[src/rtl/apb_parity_scrub_arb.sv]
`default_nettype none
// ============================================================================
// Module      : apb_parity_scrub_arb
// Description : Arbitrates a host APB slave port and an internal periodic
//               parity scrubber onto one APB master port feeding a register
//               block. Captures the first parity error seen on any read.
//               Optional macro PARITY_ERR_COUNT_EN adds a 16-bit saturating
//               parity error counter output (err_count).
// Revision    : 1.0 - initial release
// ============================================================================
module apb_parity_scrub_arb #(
  parameter int G_ADDR_WIDTH     = 13,
  parameter int G_NUM_REGS       = 16,
  parameter int G_SCRUB_INTERVAL = 1024
) (
  input  logic                    clk,
  input  logic                    rst,
  // host APB slave request
  input  logic                    s_apb_psel,
  input  logic                    s_apb_penable,
  input  logic                    s_apb_pwrite,
  input  logic [2:0]              s_apb_pprot,
  input  logic [G_ADDR_WIDTH-1:0] s_apb_paddr,
  input  logic [31:0]             s_apb_pwdata,
  input  logic [3:0]              s_apb_pstrb,
  // host APB slave response
  output logic                    s_apb_pready,
  output logic [31:0]             s_apb_prdata,
  output logic                    s_apb_pslverr,
  // master towards the register block
  output logic                    m_apb_psel,
  output logic                    m_apb_penable,
  output logic                    m_apb_pwrite,
  output logic [2:0]              m_apb_pprot,
  output logic [G_ADDR_WIDTH-1:0] m_apb_paddr,
  output logic [31:0]             m_apb_pwdata,
  output logic [3:0]              m_apb_pstrb,
  input  logic                    m_apb_pready,
  input  logic [31:0]             m_apb_prdata,
  input  logic                    m_apb_pslverr,
  // parity / scrub control and status
  input  logic                    parity_error,
  input  logic                    scrub_enable,
  input  logic                    err_clear,
  output logic                    err_valid,
  output logic [G_ADDR_WIDTH-1:0] err_addr,
  output logic                    err_src,
`ifdef PARITY_ERR_COUNT_EN
  output logic [15:0]             err_count,
`endif
  output logic                    busy
);

  localparam int c_IDX_W = (G_NUM_REGS > 1) ? $clog2(G_NUM_REGS) : 1;
  localparam int c_CNT_W = (G_SCRUB_INTERVAL > 1) ? $clog2(G_SCRUB_INTERVAL) : 1;
  localparam logic [c_IDX_W-1:0] c_IDX_LAST = c_IDX_W'(G_NUM_REGS - 1);
  localparam logic [c_CNT_W-1:0] c_CNT_LAST = c_CNT_W'(G_SCRUB_INTERVAL - 1);

  typedef enum logic [2:0] {
    ST_IDLE         = 3'd0,
    ST_HOST_SETUP   = 3'd1,
    ST_HOST_ACCESS  = 3'd2,
    ST_SCRUB_SETUP  = 3'd3,
    ST_SCRUB_ACCESS = 3'd4
  } state_t;

  state_t                  r_state;
  state_t                  w_state_nxt;

  logic [G_ADDR_WIDTH-1:0] r_h_addr;
  logic [31:0]             r_h_wdata;
  logic                    r_h_write;
  logic [3:0]              r_h_strb;
  logic [2:0]              r_h_prot;

  logic [c_IDX_W-1:0]      r_scrub_idx;
  logic [c_CNT_W-1:0]      r_int_cnt;
  logic                    r_scrub_pending;

  logic                    r_err_valid;
  logic [G_ADDR_WIDTH-1:0] r_err_addr;
  logic                    r_err_src;

  logic                    w_scrub_start;
  logic                    w_scrub_done;
  logic                    w_host_done;
  logic                    w_rd_done;
  logic                    w_perr;
  logic                    w_cnt_expire;
  logic [G_ADDR_WIDTH-1:0] w_scrub_addr;
  logic                    w_unused;

  // The host phase signal is not needed: a request is recognised on psel alone.
  assign w_unused     = s_apb_penable;

  assign w_scrub_addr = G_ADDR_WIDTH'({r_scrub_idx, 2'b00});
  assign w_cnt_expire = (r_int_cnt == c_CNT_LAST);

  // State register; reset aborts any transfer in flight.
  always_ff @(posedge clk) begin
    if (rst) r_state <= ST_IDLE;
    else     r_state <= w_state_nxt;
  end

  // Next-state decode and master-side APB drive (all zero when idle).
  always_comb begin
    w_state_nxt   = r_state;
    w_scrub_start = 1'b0;
    w_scrub_done  = 1'b0;
    m_apb_psel    = 1'b0;
    m_apb_penable = 1'b0;
    m_apb_pwrite  = 1'b0;
    m_apb_pprot   = 3'b000;
    m_apb_paddr   = '0;
    m_apb_pwdata  = 32'h0;
    m_apb_pstrb   = 4'h0;
    case (r_state)
      ST_IDLE: begin
        if (s_apb_psel) begin
          w_state_nxt = ST_HOST_SETUP;
        end else if (r_scrub_pending) begin
          w_state_nxt   = ST_SCRUB_SETUP;
          w_scrub_start = 1'b1;
        end
      end
      ST_HOST_SETUP, ST_HOST_ACCESS: begin
        m_apb_psel    = 1'b1;
        m_apb_penable = (r_state == ST_HOST_ACCESS);
        m_apb_pwrite  = r_h_write;
        m_apb_pprot   = r_h_prot;
        m_apb_paddr   = r_h_addr;
        m_apb_pwdata  = r_h_wdata;
        m_apb_pstrb   = r_h_strb;
        if (r_state == ST_HOST_SETUP)  w_state_nxt = ST_HOST_ACCESS;
        else if (m_apb_pready)         w_state_nxt = ST_IDLE;
      end
      ST_SCRUB_SETUP, ST_SCRUB_ACCESS: begin
        m_apb_psel    = 1'b1;
        m_apb_penable = (r_state == ST_SCRUB_ACCESS);
        m_apb_paddr   = w_scrub_addr;
        if (r_state == ST_SCRUB_SETUP) begin
          w_state_nxt = ST_SCRUB_ACCESS;
        end else if (m_apb_pready) begin
          w_state_nxt  = ST_IDLE;
          w_scrub_done = 1'b1;
        end
      end
      default: w_state_nxt = ST_IDLE;
    endcase
  end

  // Latch the host request when it is accepted from idle.
  always_ff @(posedge clk) begin
    if (rst) begin
      r_h_addr  <= '0;
      r_h_wdata <= 32'h0;
      r_h_write <= 1'b0;
      r_h_strb  <= 4'h0;
      r_h_prot  <= 3'b000;
    end else if ((r_state == ST_IDLE) && s_apb_psel) begin
      r_h_addr  <= s_apb_paddr;
      r_h_wdata <= s_apb_pwdata;
      r_h_write <= s_apb_pwrite;
      r_h_strb  <= s_apb_pstrb;
      r_h_prot  <= s_apb_pprot;
    end
  end

  // Host response is passed straight through on completion; gated by rst so an
  // aborted transfer never produces a ready pulse.
  assign w_host_done   = (r_state == ST_HOST_ACCESS) && m_apb_pready && !rst;
  assign s_apb_pready  = w_host_done;
  assign s_apb_prdata  = w_host_done ? m_apb_prdata : 32'h0;
  assign s_apb_pslverr = w_host_done & m_apb_pslverr;
  assign busy          = (r_state != ST_IDLE);

  // Interval timer; a request already pending absorbs further expiries.
  always_ff @(posedge clk) begin
    if (rst) begin
      r_int_cnt       <= '0;
      r_scrub_pending <= 1'b0;
    end else if (!scrub_enable) begin
      r_scrub_pending <= 1'b0;
    end else begin
      r_int_cnt <= w_cnt_expire ? '0 : (r_int_cnt + 1'b1);
      if (w_scrub_start)     r_scrub_pending <= 1'b0;
      else if (w_cnt_expire) r_scrub_pending <= 1'b1;
    end
  end

  // Scrub pointer walks all registers, wrapping after the last one.
  always_ff @(posedge clk) begin
    if (rst)               r_scrub_idx <= '0;
    else if (w_scrub_done) r_scrub_idx <= (r_scrub_idx == c_IDX_LAST) ? '0 : (r_scrub_idx + 1'b1);
  end

  assign w_rd_done = m_apb_psel & m_apb_penable & m_apb_pready & ~m_apb_pwrite;
  assign w_perr    = w_rd_done & parity_error;

  // First-error capture; a new error wins over a simultaneous clear.
  always_ff @(posedge clk) begin
    if (rst) begin
      r_err_valid <= 1'b0;
      r_err_addr  <= '0;
      r_err_src   <= 1'b0;
    end else if (w_perr && (!r_err_valid || err_clear)) begin
      r_err_valid <= 1'b1;
      r_err_addr  <= m_apb_paddr;
      r_err_src   <= (r_state == ST_SCRUB_ACCESS);
    end else if (err_clear) begin
      r_err_valid <= 1'b0;
    end
  end

  assign err_valid = r_err_valid;
  assign err_addr  = r_err_addr;
  assign err_src   = r_err_src;

`ifdef PARITY_ERR_COUNT_EN
  logic [15:0] r_err_count;

  // Saturating count of every parity error; clear takes effect before increment.
  always_ff @(posedge clk) begin
    if (rst)                                  r_err_count <= 16'h0;
    else if (err_clear)                       r_err_count <= w_perr ? 16'd1 : 16'd0;
    else if (w_perr && r_err_count != 16'hFFFF) r_err_count <= r_err_count + 16'd1;
  end

  assign err_count = r_err_count;
`else
  // No error counter in this build.
`endif

endmodule
`default_nettype wire

[config.mk]
export PLATFORM = sky130hd
export DESIGN_NAME = apb_parity_scrub_arb
export DESIGN_NICKNAME = d
export VERILOG_FILES = /design/src/rtl/apb_parity_scrub_arb.sv
export SDC_FILE = /design/constraint.sdc
export NUM_CORES = 1
export LEC_CHECK = 0
export ABC_CLOCK_PERIOD_IN_PS = 3600
export CAP_MARGIN = 20
export CORE_UTILIZATION = 35
export CTS_CLUSTER_SIZE = 14
export DETAILED_ROUTE_END_ITERATION = 10
export PLACE_DENSITY = 0.79
export RECOVER_POWER = 100
export SYNTH_ARGS = -nofsm -noshare
export SYNTH_HDL_FRONTEND = slang
export SYNTH_SLANG_ARGS = --single-unit
[constraint.sdc]
create_clock -name clk -period 3.6 [get_ports clk]
set_input_delay 0.72 -clock clk [delete_from_list [all_inputs] [get_ports clk]]
set_output_delay 0.72 -clock clk [all_outputs]
set_load 0.03 [all_outputs]
==> results of run 1 <==
## power breakdown
part | switching (mW) | internal [mW]
Sequential | 0.0319 | 1.00
Combinational | 0.262 | 0.214
Clock | 0.326 | 0.359
## Yosys cell counts, drive strengths merged, types with 5 or more instances
master	instances	area share, %
mux2i	5	1.3
xor2	6	1.3
nor2	21	2.0
buf	13	1.7
dfxtp	86	44
nand2	124	12
inv	5	0.48
nand2b	6	0.96
clkbuf	23	2.3
a211oi	6	1.1
and2	83	13
a21oi	72	9.2
nand4	5	0.80
nand3	14	1.8
o21ai	7	0.89
## cells by family (layout without fill, tap and decap cells)
family	count (synthesis)	count (layout)
simple gates	274	274
compound gates	94	94
flops	86	86
buf+inv	41	224
xor+xnor	9	9
mux	5	5
fa+ha+maj	2	2
## critical path, stage by stage
cell	delay, ns
clkdlybuf4s50_1	0.53
nor4b_4	0.20
clkbuf_4	0.33
and2_1	0.17
dlygate4sd3_1	0.73
## worst paths after layout
kind            startpoint          endpoint  slack, ns  cells after the start
max           m_apb_pready  s_apb_prdata[20]       0.19                      5
min          r_h_wdata[31]     r_h_wdata[31]       0.45                      2
max reg2reg     r_state[0]     r_h_wdata[22]       0.66                      5
min reg2reg  r_h_wdata[31]     r_h_wdata[31]       0.45                      2
## metal layers
metal | up-vias | track usage, % | part of all wire (%)
li1 | 2026 | - | -
met1 | 1881 | 22.4 | 42
met2 | 136 | 35.4 | 50
met3 | 10 | 4.04 | 6.4
met4 | 0 | 7.63 | 1.5
met5 | - | 0 | 0
## flip-flops by register name (all words and copies together), names as in the netlist, 3 cells and up
name         flops
r_h_strb         4
r_h_addr        13
r_int_cnt       10
r_scrub_idx      4
r_h_wdata       32
r_h_prot         3
r_state          3
err_addr        13
## cell type report
cell class                      instances  area (sq um)
Timing Repair Buffer                  203          2020
Inverter                                5          18.8
Fill cell                             997          4710
Clock buffer                           13           159
Tap cell                              140           175
Clock inverter                          3          42.5
Sequential cell                        86          1720
Multi-Input combinational cell        384          2040
## metrics by stage
step                worst slack (ns)  hold WS [ns]  utilization (%)  instances  cell area [sq um]
floorplan                      0.935         0.432                -        511               3930
global placement               0.319         0.437             55.0        817               5980
detailed placement             0.267         0.443             55.0        818               5990
CTS                            0.259         0.455             56.9        834               6190
global route                  0.0620         0.467             56.7        834               6180
finish                         0.188         0.452             56.7        834               6180
==> results_dict.tcl, run 1 <==
set metrics [dict create \
    synth_compound_area_share_pct 13.1 \
    status "finished with violations" \
    antenna_found_initial 0 \
    routed_via_density 4.86 \
    synth_area_per_cell_sq_um 7.69 \
    post-route-min-period_ns 3.41 \
    timing.critical_path.required_ns 2.88 \
    layout_commonest_cell "nand2_1" \
    synth_cell_types 39 \
    failed_checks "max-capacitance violations, max-slew violations" \
    start_util_pct 36.1 \
    fp.dieArea_sq_um 11700 \
    tns_ns 0 \
    synthMuxAreaShare_pct 1.27 \
    power_mw 2.19 \
    relSlewSlack_pct -21.4 \
    drtIter0Drc 205 \
    rsz0062_at_grt "false" \
    drc 0 \
    layout_common_cells "nand2_1, clkdlybuf4s50_1, dfxtp_1" \
    core_area_sq_um 10900 \
    die_w_microns 108 \
    synth_fa_ha_area_share_pct 0.637 \
    critical_path_class "primary input to output pin" \
    final_net_count 785 \
    grt_pass1_vias 4032 \
    ys_seq_area_share_pct 43.8 \
    rows 38 \
    ys_warn_count 0 \
    cts_resized 0 \
    async_flop_share_pct 0 \
    endpoint_kind "output pin" \
    cts_tree "yes" \
    synth_area_sq_um 3930 \
    synth_edf_count 0 \
    firstDrtPassIters 4 \
    min_period_over_period_pct 94.8 \
    wirelength_microns 11400 \
    p_leak_nw 2.52 \
    grt-ovfl-total 0 \
    cts_buffer_depth 2 \
    htree_levels 3 \
    grt_pass1_wl_microns 18200 \
    setup_viol 0 \
    die_y_microns 108 \
    clock-root-buffer "clkbuf_8" \
    vias 4053 \
    diodes 0 \
    post_cts_buffers 0 \
    io_pins 199 \
    fin_skew_ns 0.00898 \
    tightest_slew_ns 1.82 \
    ys.flop_type "dfxtp_1" \
    worstPathMaxFanout 34 \
    synth_xor_area_share_pct 2.01 \
    gp_congestion 0.813 \
    hold_violations 0 \
    grt_max_degree 84 \
    synthCells 511 \
    clock_sinks 86 \
    synth_seq_cells 86 \
    slew_viol_final 138 \
    power_density_nw_per_um2 355 \
    numCtsBuffers 9 \
    synth_simple_gate_area_share_pct 34.7 \
    grt_usage_pct 19.6 \
    final_antenna_net_count 0 \
    wl_per_cell_microns 13.7 \
    cts_hold_buf 0 \
    cap_viol_max_count 2 \
    drive_above_1_share_pct 3.60 \
    hold_path_class "flip-flop to flip-flop" \
    syn2layout_area_growth_pct 57.3 \
    start_kind "primary input" \
    path_clk_slew_ns 0.08 \
    io_buffer_count 197 \
    vdd_drop_max_mv 0.179 \
    synthesis.nets 607 \
    synth_top_family_by_area "simple AND/OR/NAND/NOR gates" \
    critical_path_arrival_ns 2.69 \
    dp_hpwl_microns 8250 \
    clock.fmax_ghz 0.293 \
    clock_latency_ns 0.35 \
]
No activity file was read; power rests on OpenSTA's default activity.
==> run 2: changes to the inputs <==
--- a/config.mk
+++ b/config.mk
@@ -5,12 +5,13 @@
 export SDC_FILE = /design/constraint.sdc
 export NUM_CORES = 1
 export LEC_CHECK = 0
-export ABC_CLOCK_PERIOD_IN_PS = 3600
+export ABC_CLOCK_PERIOD_IN_PS = 3100
 export CAP_MARGIN = 20
 export CORE_UTILIZATION = 35
 export CTS_CLUSTER_SIZE = 14
 export DETAILED_ROUTE_END_ITERATION = 10
-export PLACE_DENSITY = 0.79
+export GPL_TIMING_DRIVEN = 1
+export PLACE_DENSITY = 0.82
 export RECOVER_POWER = 100
 export SYNTH_ARGS = -nofsm -noshare
 export SYNTH_HDL_FRONTEND = slang
==> constraint.sdc (replaced) <==
create_clock -name clk -period 3.1 [get_ports clk]
set_input_delay 0.62 -clock clk [delete_from_list [all_inputs] [get_ports clk]]
set_output_delay 0.62 -clock clk [all_outputs]
set_load 0.03 [all_outputs]
==> run 2 against run 1 <==
  * The run still ends with max-capacitance violations, max-slew violations left
  * Clock skew rose by 0.0090 ns
  * Sequential cell count did not move
  * First-iteration DRC count up 33%
  * Register-to-register slack better by 0.38 ns
  * Critical path depth unchanged
  * Combinational power grew 11%
  * Clock power up 19%
  * Routed wire length rose by 0.77%
  * Utilization is 2.8 points lower
  * Die area did not move
  * Critical path type unchanged
==> results_dict.tcl, run 2 (synthesis results as in run 1) <==
set metrics [dict create \
    status "finished with violations" \
    failed_checks "max-capacitance violations, max-slew violations" \
    drive_above_1_share_pct 13.9 \
    die_w_microns 108 \
    grt_max_degree 84 \
    p_leak_nw 2.36 \
    start_util_pct 36.1 \
    layout_commonest_cell "nand2_1" \
    r2r_setup_slack_ns 1.04 \
    hold_violations 0 \
    rows 38 \
    antenna_found_initial 1 \
    wirelength_microns 11500 \
    clock-root-buffer "clkbuf_8" \
    critical_path_arrival_ns 2.30 \
    slew_viol_final 84 \
    grt_pass1_vias 3815 \
    final_net_count 784 \
    start_kind "primary input" \
    power_mw 2.54 \
    fill_cells 1063 \
    io_buffer_count 197 \
    critical_path_class "primary input to output pin" \
    final_antenna_net_count 0 \
    layout_common_cells "nand2_1, clkdlybuf4s50_1, dfxtp_1" \
    numCtsBuffers 9 \
    htree_levels 3 \
    crit_path_cell_trace "dlygate4sd3_1 > nor4b_4 > clkbuf_2 > and2_1 > clkbuf_2" \
    grt-ovfl-total 0 \
    grt_usage_pct 19.7 \
    clock.fmax_ghz 0.343 \
    cpPeakStageDelay_ns 0.61 \
    clock_latency_ns 0.36 \
    core_area_sq_um 10900 \
    grt_pass1_wl_microns 18300 \
    vdd_drop_max_mv 0.255 \
    fp.dieArea_sq_um 11700 \
    relSlewSlack_pct -12.3 \
    cts_buffer_depth 2 \
    io_pins 199 \
    fin_skew_ns 0.0180 \
    firstDrtPassIters 4 \
    r2r_end "r_h_wdata[26]" \
    drc 0 \
    wl_per_cell_microns 13.8 \
    holdPathEnd "r_h_strb[0]" \
    hold_path_class "flip-flop to flip-flop" \
    crit_top_cell "clkbuf_2" \
    rsz0062_at_grt "false" \
    dp_hpwl_microns 8050 \
    die_y_microns 108 \
    routed_via_density 4.87 \
    post-route-min-period_ns 2.92 \
    min_period_over_period_pct 94.2 \
    power_density_nw_per_um2 433 \
    hold_depth 2 \
    drtIter0Drc 273 \
    syn2layout_area_growth_pct 49.4 \
    timing.critical_path.required_ns 2.48 \
    top_register "r_h_wdata" \
    diodes 0 \
    gp_congestion 0.776 \
    reg2reg_from "r_state[0]" \
    path_clk_slew_ns 0.08 \
    r2r_cells 5 \
    clock_sinks 86 \
    min_from "r_h_strb[0]" \
    worstPathMaxFanout 34 \
    cap_viol_max_count 1 \
    vias 4057 \
    largest_reg_flops 32 \
    cp_slowest_cell "dlygate4sd3_1" \
    tightest_slew_ns 1.68 \
    endpoint_kind "output pin" \
    cts_tree "yes" \
    setup_viol 0 \
    tns_ns 0 \
]
==> run 2: cell count changes in the layout (fill, tap and decap cells not counted), moves of 3 or more <==
cell | previous run | this run
and2_0 | 0 | 49
and2_1 | 82 | 33
buf_4 | 2 | 55
clkbuf_1 | 4 | 20
clkbuf_2 | 1 | 13
clkdlybuf4s50_1 | 120 | 91
dfxtp_1 | 86 | 83
dfxtp_2 | 0 | 3
dlygate4sd3_1 | 76 | 21
==> run 2: worst max-delay path: cells and delay by family <==
family	cells	cell delay, ns
simple gates	2	0.40
buf+inv	3	1.27
==> run 2: worst max path at each step <==
stage	slack [ns]	end	start
after global routing	0.08	s_apb_prdata[16]	m_apb_pready
after detailed placement	0.41	m_apb_paddr[3]	r_state[0]
after global placement	0.47	m_apb_paddr[3]	r_state[0]
after CTS	0.008	m_apb_paddr[3]	r_state[0]
after floorplan	0.63	s_apb_prdata[22]	rst
final	0.18	s_apb_prdata[6]	m_apb_pready
==> run 2: final cells by class <==
class | instances | area [sq um] | area share, %
clock buffer | 9 | 124 | 2.11
clock inverter | 7 | 78.8 | 1.34
timing repair buffer | 202 | 1700 | 29.0
multi-input combinational | 384 | 2050 | 34.9
sequential | 86 | 1730 | 29.4
inverter | 5 | 18.8 | 0.320
tap | 140 | 175 | 2.98
==> run 2: power by group <==
group          switching [mW]  internal, mW
Clock                   0.430         0.383
Sequential             0.0392          1.16
Combinational           0.303         0.226
Total                   0.772          1.77
==> run 2: metrics by stage <==
| step | hold slack (ns) | util [%] | setup WS, ns | cell area, sq um | instances |
|---|---|---|---|---|---|
| final | 0.454 | 53.9 | 0.181 | 5870 | 833 |
| after global routing | 0.474 | 53.9 | 0.0817 | 5870 | 833 |
| after CTS | 0.454 | 55.0 | 0.00761 | 5990 | 833 |
| after detailed placement | 0.442 | 53.1 | 0.411 | 5790 | 817 |
| after global placement | 0.437 | 53.1 | 0.467 | 5790 | 817 |
| after floorplan | 0.432 | - | 0.635 | 3930 | 511 |
==> run 2: repair_timing <==
| item | CTS | global route |
|---|---|---|
| hold buffers | 0 | 0 |
| setup buffers | 0 | 0 |
| gates resized for setup | 0 | 3 |
| endpoints found under the hold margin | 0 | 0 |
| setup endpoints to repair | 0 | 3 |
==> run 2: layer usage <==
| layer | routed length (microns) | vias up | track usage, % |
|---|---|---|---|
| met5 | 10 | - | 0 |
| met2 | 6020 | 127 | 35.4 |
| li1 | - | 2020 | - |
| met1 | 4610 | 1889 | 22.9 |
| met3 | 612 | 19 | 4.70 |
| met4 | 226 | 2 | 6.26 |
==> run 3: changes to the inputs <==
--- a/config.mk
+++ b/config.mk
@@ -11,7 +11,7 @@
 export CTS_CLUSTER_SIZE = 14
 export DETAILED_ROUTE_END_ITERATION = 10
 export GPL_TIMING_DRIVEN = 1
-export PLACE_DENSITY = 0.82
+export PLACE_DENSITY = 0.74
 export RECOVER_POWER = 100
 export SYNTH_ARGS = -nofsm -noshare
 export SYNTH_HDL_FRONTEND = slang
==> run 3 against run 2 <==
  * The run still ends with max-capacitance violations, max-slew violations left
  * Utilization rose by 0.057 points
  * Final cell count rose by 0.24%
  * Register-to-register slack got worse by 0.67 ns
  * Clock skew fell by 0.0053 ns
  * Non-clock buffer count rose by 2
  * Sequential share of layout area fell by 0.074 points
  * Routed wire length fell by 3.4%
  * Count of clock-buffer cells in the layout did not move
  * Sequential power barely moved
  * Die area did not move
  * Critical path type is now flip-flop to output pin
  * Critical endpoint is now m_apb_pwdata[25]
  * Highest routed layer is now met4
==> results_dict.tcl, run 3 (synthesis results as in run 1) <==
set metrics [dict create \
    wl_met1_microns 4960 \
    power_mw 2.54 \
    core_area_sq_um 10900 \
    grt_pass1_wl_microns 17500 \
    worstPathMaxFanout 58 \
    wirelength_microns 11100 \
    routed.top_layer "met4" \
    tns_ns 0 \
    hold_violations 0 \
    relSlewSlack_pct -14.3 \
    io_pins 199 \
    grt_max_degree 84 \
    placed_cell_area_sq_um 5770 \
    cts_resized 0 \
    fill_cells 1044 \
    stdcell_count 835 \
    die_y_microns 108 \
    failed_checks "max-capacitance violations, max-slew violations" \
    grt_usage_pct 18.9 \
    vias 3910 \
    clock_sinks 86 \
    p_leak_nw 2.40 \
    drive_above_1_share_pct 15.8 \
    htree_levels 3 \
    finish.utilization_pct 54.0 \
    grt_pass1_vias 3645 \
    cts_tree "yes" \
    drtIter0Drc 176 \
    critical_path_class "flip-flop to output pin" \
    cp_slowest_cell "dfxtp_1" \
    tightest_slew_ns 1.71 \
    cp_num_buf_inv 2 \
    fin_skew_ns 0.0127 \
    antenna_found_initial 0 \
    layout_setup_ws_ns 0.190 \
    min_period_over_period_pct 93.9 \
    dp_hpwl_microns 7910 \
    rsz0062_at_grt "false" \
    fp.dieArea_sq_um 11700 \
    holdWs_ns 0.454 \
    rows 38 \
    pre_cts_slack_ns 0.473 \
    drc 0 \
    clock_latency_ns 0.35 \
    routed_via_density 4.68 \
    start_util_pct 36.1 \
    cts_buffer_depth 2 \
    vdd_drop_max_mv 0.237 \
    post-route-min-period_ns 2.91 \
    endpoint_kind "output pin" \
    dr_wl_met2_microns 5530 \
    timing.critical_path.required_ns 2.48 \
    final_area_sq_um 5880 \
    post_cts_buffers 0 \
    power_density_nw_per_um2 432 \
    setup_viol 0 \
    cpLargestDelayFamily "buffers and inverters" \
    critical_path_arrival_ns 2.29 \
    grt-ovfl-total 0 \
    slew_viol_final 84 \
    diodes 0 \
    die_w_microns 108 \
    wl_met3_microns 361 \
    final_antenna_net_count 0 \
    layout_commonest_cell "nand2_1" \
    cpPeakStageDelay_ns 0.64 \
    crit_path_cell_trace "xnor2_1 > nor2_4 > clkbuf_4 > and2_1 > clkbuf_1" \
    hold_path_class "flip-flop to flip-flop" \
    start_kind "flip-flop" \
    cap_viol_max_count 1 \
    largest_reg_flops 32 \
    cts_hold_buf 0 \
    status "finished with violations" \
    top_register "r_h_wdata" \
    numCtsBuffers 9 \
    io_buffer_count 197 \
    syn2layout_area_growth_pct 49.6 \
    gp_congestion 0.829 \
    layout_common_cells "nand2_1, clkdlybuf4s50_1, dfxtp_1" \
    place_inst 818 \
    clock-root-buffer "clkbuf_8" \
    clock.fmax_ghz 0.344 \
    path_clk_slew_ns 0.09 \
    final_net_count 786 \
    wl_per_cell_microns 13.3 \
    firstDrtPassIters 5 \
]
-- run 3: worst min-delay path, delay by kind of cell, from the launching register on --
kind / cells / cell delay [ns]
DFF: 1 / 0.32
and+or+nand+nor: 1 / 0.05
AOI/OAI and AO/OA: 1 / 0.05
-- run 3: worst paths after layout --
kind	from	cells past startpoint	end	slack, ns
max	r_state[0]	5	m_apb_pwdata[25]	0.19
min	r_h_strb[1]	2	r_h_strb[1]	0.45
max reg2reg	r_state[0]	6	r_h_prot[0]	0.37
min reg2reg	r_h_strb[1]	2	r_h_strb[1]	0.45
-- run 3: layer usage --
| metal | global-route usage, % | up-vias |
|---|---|---|
| met2 | 33.5 | 90 |
| met4 | 6.65 | 0 |
| met3 | 3.07 | 18 |
| met5 | 0 | - |
| li1 | - | 2024 |
| met1 | 23.0 | 1778 |
-- run 3: area by class of cell --
class	instances	area, sq um	area share (%)
clock inverters	7	81.3	1.38
flip-flops and latches	86	1720	29.3
clock buffers	9	124	2.11
inverters	5	18.8	0.319
repair buffers	204	1720	29.3
multi-input cells	384	2030	34.6
well taps	140	175	2.98
-- run 3: where the power goes --
part | internal [mW] | total [mW] | switching (mW)
combinational | 0.229 | 0.528 | 0.299
sequential | 1.16 | 1.20 | 0.0374
clock | 0.382 | 0.809 | 0.426
